$ cat src/rtl/seq_detect_param.sv
// Runtime-configurable serial pattern detector with overlap control and saturating match count.
// Optional SEQ_DET_MASK_EN adds per-bit don't-care mask input cfg_mask.
module seq_detect_param #(
    parameter  int PAT_W = 8,
    parameter  int CNT_W = 16,
    localparam int LEN_W = $clog2(PAT_W + 1)
) (
    input  logic             clk,
    input  logic             rst,
    input  logic             data_in,
    input  logic             data_vld,
    input  logic             cfg_load,
    input  logic [PAT_W-1:0] cfg_pat,
    input  logic [LEN_W-1:0] cfg_len,
    input  logic             cfg_ovl,
`ifdef SEQ_DET_MASK_EN
    input  logic [PAT_W-1:0] cfg_mask,
`endif
    input  logic             clr_cnt,
    output logic             flag_out,
    output logic [CNT_W-1:0] match_cnt,
    output logic             cnt_sat
);

    localparam logic [LEN_W-1:0] LEN_MAX = LEN_W'(PAT_W);

    logic [PAT_W-1:0] pat_q, pat_d;
    logic [LEN_W-1:0] len_q, len_d;
    logic             ovl_q, ovl_d;
`ifdef SEQ_DET_MASK_EN
    logic [PAT_W-1:0] mask_q, mask_d;
`endif
    logic [PAT_W-1:0] hist_q, hist_d;
    logic [LEN_W-1:0] fill_q, fill_d;
    logic             flag_q, flag_d;
    logic [CNT_W-1:0] cnt_q, cnt_d;
    logic             sat_q, sat_d;

    logic [PAT_W-1:0] hist_nx;
    logic [LEN_W-1:0] fill_nx;
    logic [PAT_W-1:0] lenmask;
    logic [PAT_W-1:0] diff;
    logic             hit;
    logic             match;

    always_comb begin
        hist_nx = {hist_q[PAT_W-2:0], data_in};
        fill_nx = (fill_q == LEN_MAX) ? fill_q : fill_q + 1'b1;

        lenmask = '0;
        for (int i = 0; i < PAT_W; i++) begin
            lenmask[i] = (i < int'(len_q));
        end

`ifdef SEQ_DET_MASK_EN
        diff = (hist_nx ^ pat_q) & lenmask & ~mask_q;
`else
        diff = (hist_nx ^ pat_q) & lenmask;
`endif

        hit = data_vld && (len_q != '0) && (fill_nx >= len_q) && (diff == '0);
        // a config load discards the bit and any match in that same cycle
        match = hit && !cfg_load;
    end

    always_comb begin
        pat_d  = pat_q;
        len_d  = len_q;
        ovl_d  = ovl_q;
`ifdef SEQ_DET_MASK_EN
        mask_d = mask_q;
`endif
        hist_d = hist_q;
        fill_d = fill_q;
        flag_d = match;
        cnt_d  = cnt_q;

        if (cfg_load) begin
            pat_d  = cfg_pat;
            len_d  = (cfg_len > LEN_MAX) ? LEN_MAX : cfg_len;
            ovl_d  = cfg_ovl;
`ifdef SEQ_DET_MASK_EN
            mask_d = cfg_mask;
`endif
            hist_d = '0;
            fill_d = '0;
        end else if (data_vld) begin
            hist_d = hist_nx;
            fill_d = (match && !ovl_q) ? '0 : fill_nx;
        end

        if (clr_cnt) begin
            cnt_d = match ? CNT_W'(1) : '0;
        end else if (match && (cnt_q != '1)) begin
            cnt_d = cnt_q + 1'b1;
        end

        sat_d = &cnt_d;
    end

    always_ff @(posedge clk or posedge rst) begin
        if (rst) begin
            pat_q  <= '0;
            len_q  <= '0;
            ovl_q  <= 1'b1;
`ifdef SEQ_DET_MASK_EN
            mask_q <= '0;
`endif
            hist_q <= '0;
            fill_q <= '0;
            flag_q <= 1'b0;
            cnt_q  <= '0;
            sat_q  <= 1'b0;
        end else begin
            pat_q  <= pat_d;
            len_q  <= len_d;
            ovl_q  <= ovl_d;
`ifdef SEQ_DET_MASK_EN
            mask_q <= mask_d;
`endif
            hist_q <= hist_d;
            fill_q <= fill_d;
            flag_q <= flag_d;
            cnt_q  <= cnt_d;
            sat_q  <= sat_d;
        end
    end

    assign flag_out  = flag_q;
    assign match_cnt = cnt_q;
    assign cnt_sat   = sat_q;

endmodule

$ cat config.mk
export PLATFORM = sky130hd
export DESIGN_NAME = seq_detect_param
export DESIGN_NICKNAME = d
export VERILOG_FILES = /design/src/rtl/seq_detect_param.sv
export SDC_FILE = /design/constraint.sdc
export NUM_CORES = 1
export LEC_CHECK = 0
export CAP_MARGIN = 20
export CORE_MARGIN = 1
export CORE_UTILIZATION = 40
export DETAILED_ROUTE_END_ITERATION = 7
export PLACE_DENSITY = 0.65
export REMOVE_ABC_BUFFERS = 1
export SLEW_MARGIN = 20
export SYNTH_ARGS = -nofsm -noshare
export SYNTH_HDL_FRONTEND = slang
export SYNTH_SLANG_ARGS = --single-unit
$ cat constraint.sdc
create_clock -name clk -period 2.9 [get_ports clk]
set_input_delay 0.435 -clock clk [delete_from_list [all_inputs] [get_ports clk]]
set_output_delay 0.435 -clock clk [all_outputs]
set_load 0.02 [all_outputs]
==> results of run 1 <==
-- worst max-delay path, delay by kind of cell, from the launching register on --
| family | cells | cell delay, ns |
|---|---|---|
| buf+inv | 3 | 0.41 |
| xor+xnor | 2 | 0.26 |
| compound gates | 2 | 0.41 |
| fa+ha+maj | 2 | 0.42 |
| simple gates | 6 | 1.10 |
| flops | 1 | 0.40 |
-- cells by family after synthesis --
logic type | share of synthesized area, %
AND/OR/NAND/NOR | 19.6
adder cells (fa/ha/maj) | 3.91
AO/OA/AOI/OAI | 11.3
buffers and inverters | 3.40
multiplexers | 8.54
flip-flops | 46.9
XOR/XNOR | 6.25
-- through the flow --
step / hold WS, ns / setup WS [ns] / instance area [µm²] / std cells / TNS, ns
floorplan: 0.497 / -0.323 / 2210 / 217 / -0.323
global placement: 0.511 / -0.505 / 2860 / 350 / -2.06
detailed placement: 0.521 / -0.598 / 2860 / 350 / -2.75
CTS: 0.540 / -0.208 / 3070 / 364 / -0.208
global route: 0.555 / -0.400 / 3200 / 370 / -1.20
finish: 0.532 / -0.176 / 3200 / 370 / -0.261
-- metal layers --
layer / global-route usage, % / vias to the layer above / part of all wire (%)
met2: 32.1 / 45 / 50
met5: 0 / - / 0
met1: 23.5 / 907 / 44
li1: - / 952 / -
met4: 6.73 / 0 / 1.6
met3: 4.05 / 8 / 3.7
-- registers in the layout, summed over array words and instances (netlist names) --
register	count
pat_q	8
fill_q	4
ovl_q	1
match_cnt	16
flag_out	1
len_q	4
cnt_sat	1
hist_q	7
-- layout make-up --
cell class | count | area (µm²)
multi-input combinational | 164 | 1260
timing repair buffer | 74 | 664
clock inverter | 1 | 5.00
inverter | 12 | 45.0
sequential | 42 | 1050
clock buffer | 7 | 86.3
fill | 453 | 2040
tap | 70 | 87.6
-- worst paths after layout --
check                                      start                    to  slack [ns]  depth (start not counted)
min reg2reg                 pat_q[2]$_DFFE_PP0P_  pat_q[2]$_DFFE_PP0P_        0.53                          1
min in group asynchronous                    rst    flag_out$_DFF_PP0_        0.56                          3
max reg2reg                fill_q[0]$_DFFE_PP0P_     cnt_sat$_DFF_PP0_       -0.18                         15
max                        fill_q[0]$_DFFE_PP0P_     cnt_sat$_DFF_PP0_       -0.18                         15
min                         pat_q[2]$_DFFE_PP0P_  pat_q[2]$_DFFE_PP0P_        0.53                          1
max in group asynchronous                    rst     ovl_q$_DFFE_PP1P_        1.95                          3
-- Yosys cell counts, types with 2 or more instances --
library cell and instances:
nor2_1 19, inv_1 12, o31ai_1 5, nor4_2 2, nand3b_1 4, or3_1 3, dfrtp_1 41, ha_1 7
mux2_2 9, or2_2 2, o21ai_0 5, nor3_1 4, o22ai_1 5, nand4_1 5, a21oi_1 13, nand3_1 8
and3_1 4, or4_1 3, nand2_1 21, nand4b_1 2, xor2_1 10, clkbuf_1 6, xnor2_1 6, mux2i_1 9
-- timing repair --
| item | in CTS | in global routing |
|---|---|---|
| endpoints found under the setup margin | 11 | 9 |
| buffers inserted | 5 | 7 |
| gates resized for setup | 18 | 18 |
| pin swaps | 15 | 10 |
| cloned | 1 | 0 |
-- power by group through the flow --
stage | logic [W] | clock network, W | registers, W
5_1_grt | 0.000198 | 0.000428 | 0.000629
6_report | 0.000178 | 0.000388 | 0.000626
3_5_place_dp | 0.000155 | 0 | 0.000637
3_3_place_gp | 0.000153 | 0 | 0.000636
2_1_floorplan | 0.0000757 | 0 | 0.000634
4_1_cts | 0.000172 | 0.000404 | 0.000626
==> flow_summary.toml, run 1 <==
[status]
status = "finished with violations"
violations = "setup timing"

[sta]
rsz0062_at_grt = "yes"
fin_skew_ns = 0.00762
max_freq_ghz = 0.325
min_period_ns = 3.08
fin_crit_sh_pct = 106
tightest_slew_ns = 0.708
timing.final.max_slew_violations = 0
relSlewSlack_pct = 52.7
hold_viol = 0
finalSetupViolations = 2
setup_ws_ns = -0.176

[power]
ir_worst_vdd_mv = 0.372
seq_power_share_pct = 52.5
internal_power_w = 0.000897
switchingPower_w = 0.000295
combinationalPowerShare_pct = 14.9
pwr-share-clk_pct = 32.6
p_leak_nw = 1.38
power_w = 0.00119
switching_share_pct = 24.8
p_per_area_nw_per_um2 = 373

[yosys]
synth_edf_count = 0
ys_types = 44
postSynth.asyncResetShare_pct = 100
synthTopCellsByArea = "dfrtp_1, mux2_2, mux2i_1"
syn_area_um2 = 2240
syn_inst = 225
synth_top_area_share_pct = 45.8
synth.yosys.seq_area_share_pct = 46.9
synth_flop_cell = "dfrtp_1"
synth_area_leader_cell = "dfrtp_1"
synth.avg_cell_area_um2 = 9.97
synth_seq_cells = 42
yosysWarnings = 0

[routing]
drt_iter0_markers = 107
via_per_inst = 5.17
drc = 0
dr.pass1.iters = 4
wire_per_inst_um = 13.8
drt_wl_total_um = 5090
ant_nets = 0
routed-via-count = 1912

[worst_setup_path]
endpoint_kind = "register"
arrival_ns = 3.28
cp_slowest_cell = "dfrtp_1"
worstPathMaxFanout = 5
start_kind = "register"
worstSetupPathType = "reg -> reg"
cp_cell_sequence = "inv_2 -> ha_4 -> nand2_4 -> nor2_4 -> xnor2_2 -> ha_1 -> o21ai_2 -> a221o_1 -> buf_4 -> nor4_2 -> buf_4 -> nand4_1 -> xor2_1 -> or3_1 -> nor4_2"
slowest_delay_ns = 0.40
cp.required_ns = 3.11

[min_path]
min_path_type = "reg -> reg"

[die]
io_pins = 37
die_x_um = 76.9
die_area_um2 = 5910
start_util_pct = 42.8
coreArea_um2 = 5240
rows = 26
die_h_um = 76.9

[clocking]
cts.sinks = 42
cts_made_buffers = 5
htreeDepth = 2
cts_hold_buf = 0
root_buffer = "clkbuf_8"
clkTransAtPathRegs_ns = 0.08
cts_tree = "built"
worstSkewPairLatency_ns = 0.29
clock_path_buffers = 2

[final_layout]
antenna_cells = 0
layout_common_cells = "dfrtp_1, clkdlybuf4s50_1, buf_4"
final_layout_size_suffix_gt1_share_pct = 29.0
final_common_cell = "dfrtp_1"
final_util_pct = 61.0
nets = 325
area_delta_synth_final_pct = 42.6

[placed_design]
io_buffer_count = 36
gp_congestion = 0.777
hpwl_um = 3490

[grt]
grt_max_degree = 43
grt_pass1_vias = 1917
overflow = 0
groute.usage.overall_pct = 18.9
grt_pass1_wl_um = 8800
antenna_found_initial = 0

[run]
drv_cap = 0
Note: power is estimated with default switching activity, not from simulation.
==> run 2, diff against run 1 <==
==> constraint.sdc (replaced) <==
create_clock -name clk -period 2.9 [get_ports clk]
set_input_delay 0.435 -clock clk [delete_from_list [all_inputs] [get_ports clk]]
set_output_delay 0.435 -clock clk [all_outputs]
set_load 0.005 [all_outputs]
==> results of run 2 <==
Same layout as run 1 (identical final DEF). Status: finished with violations: setup timing.
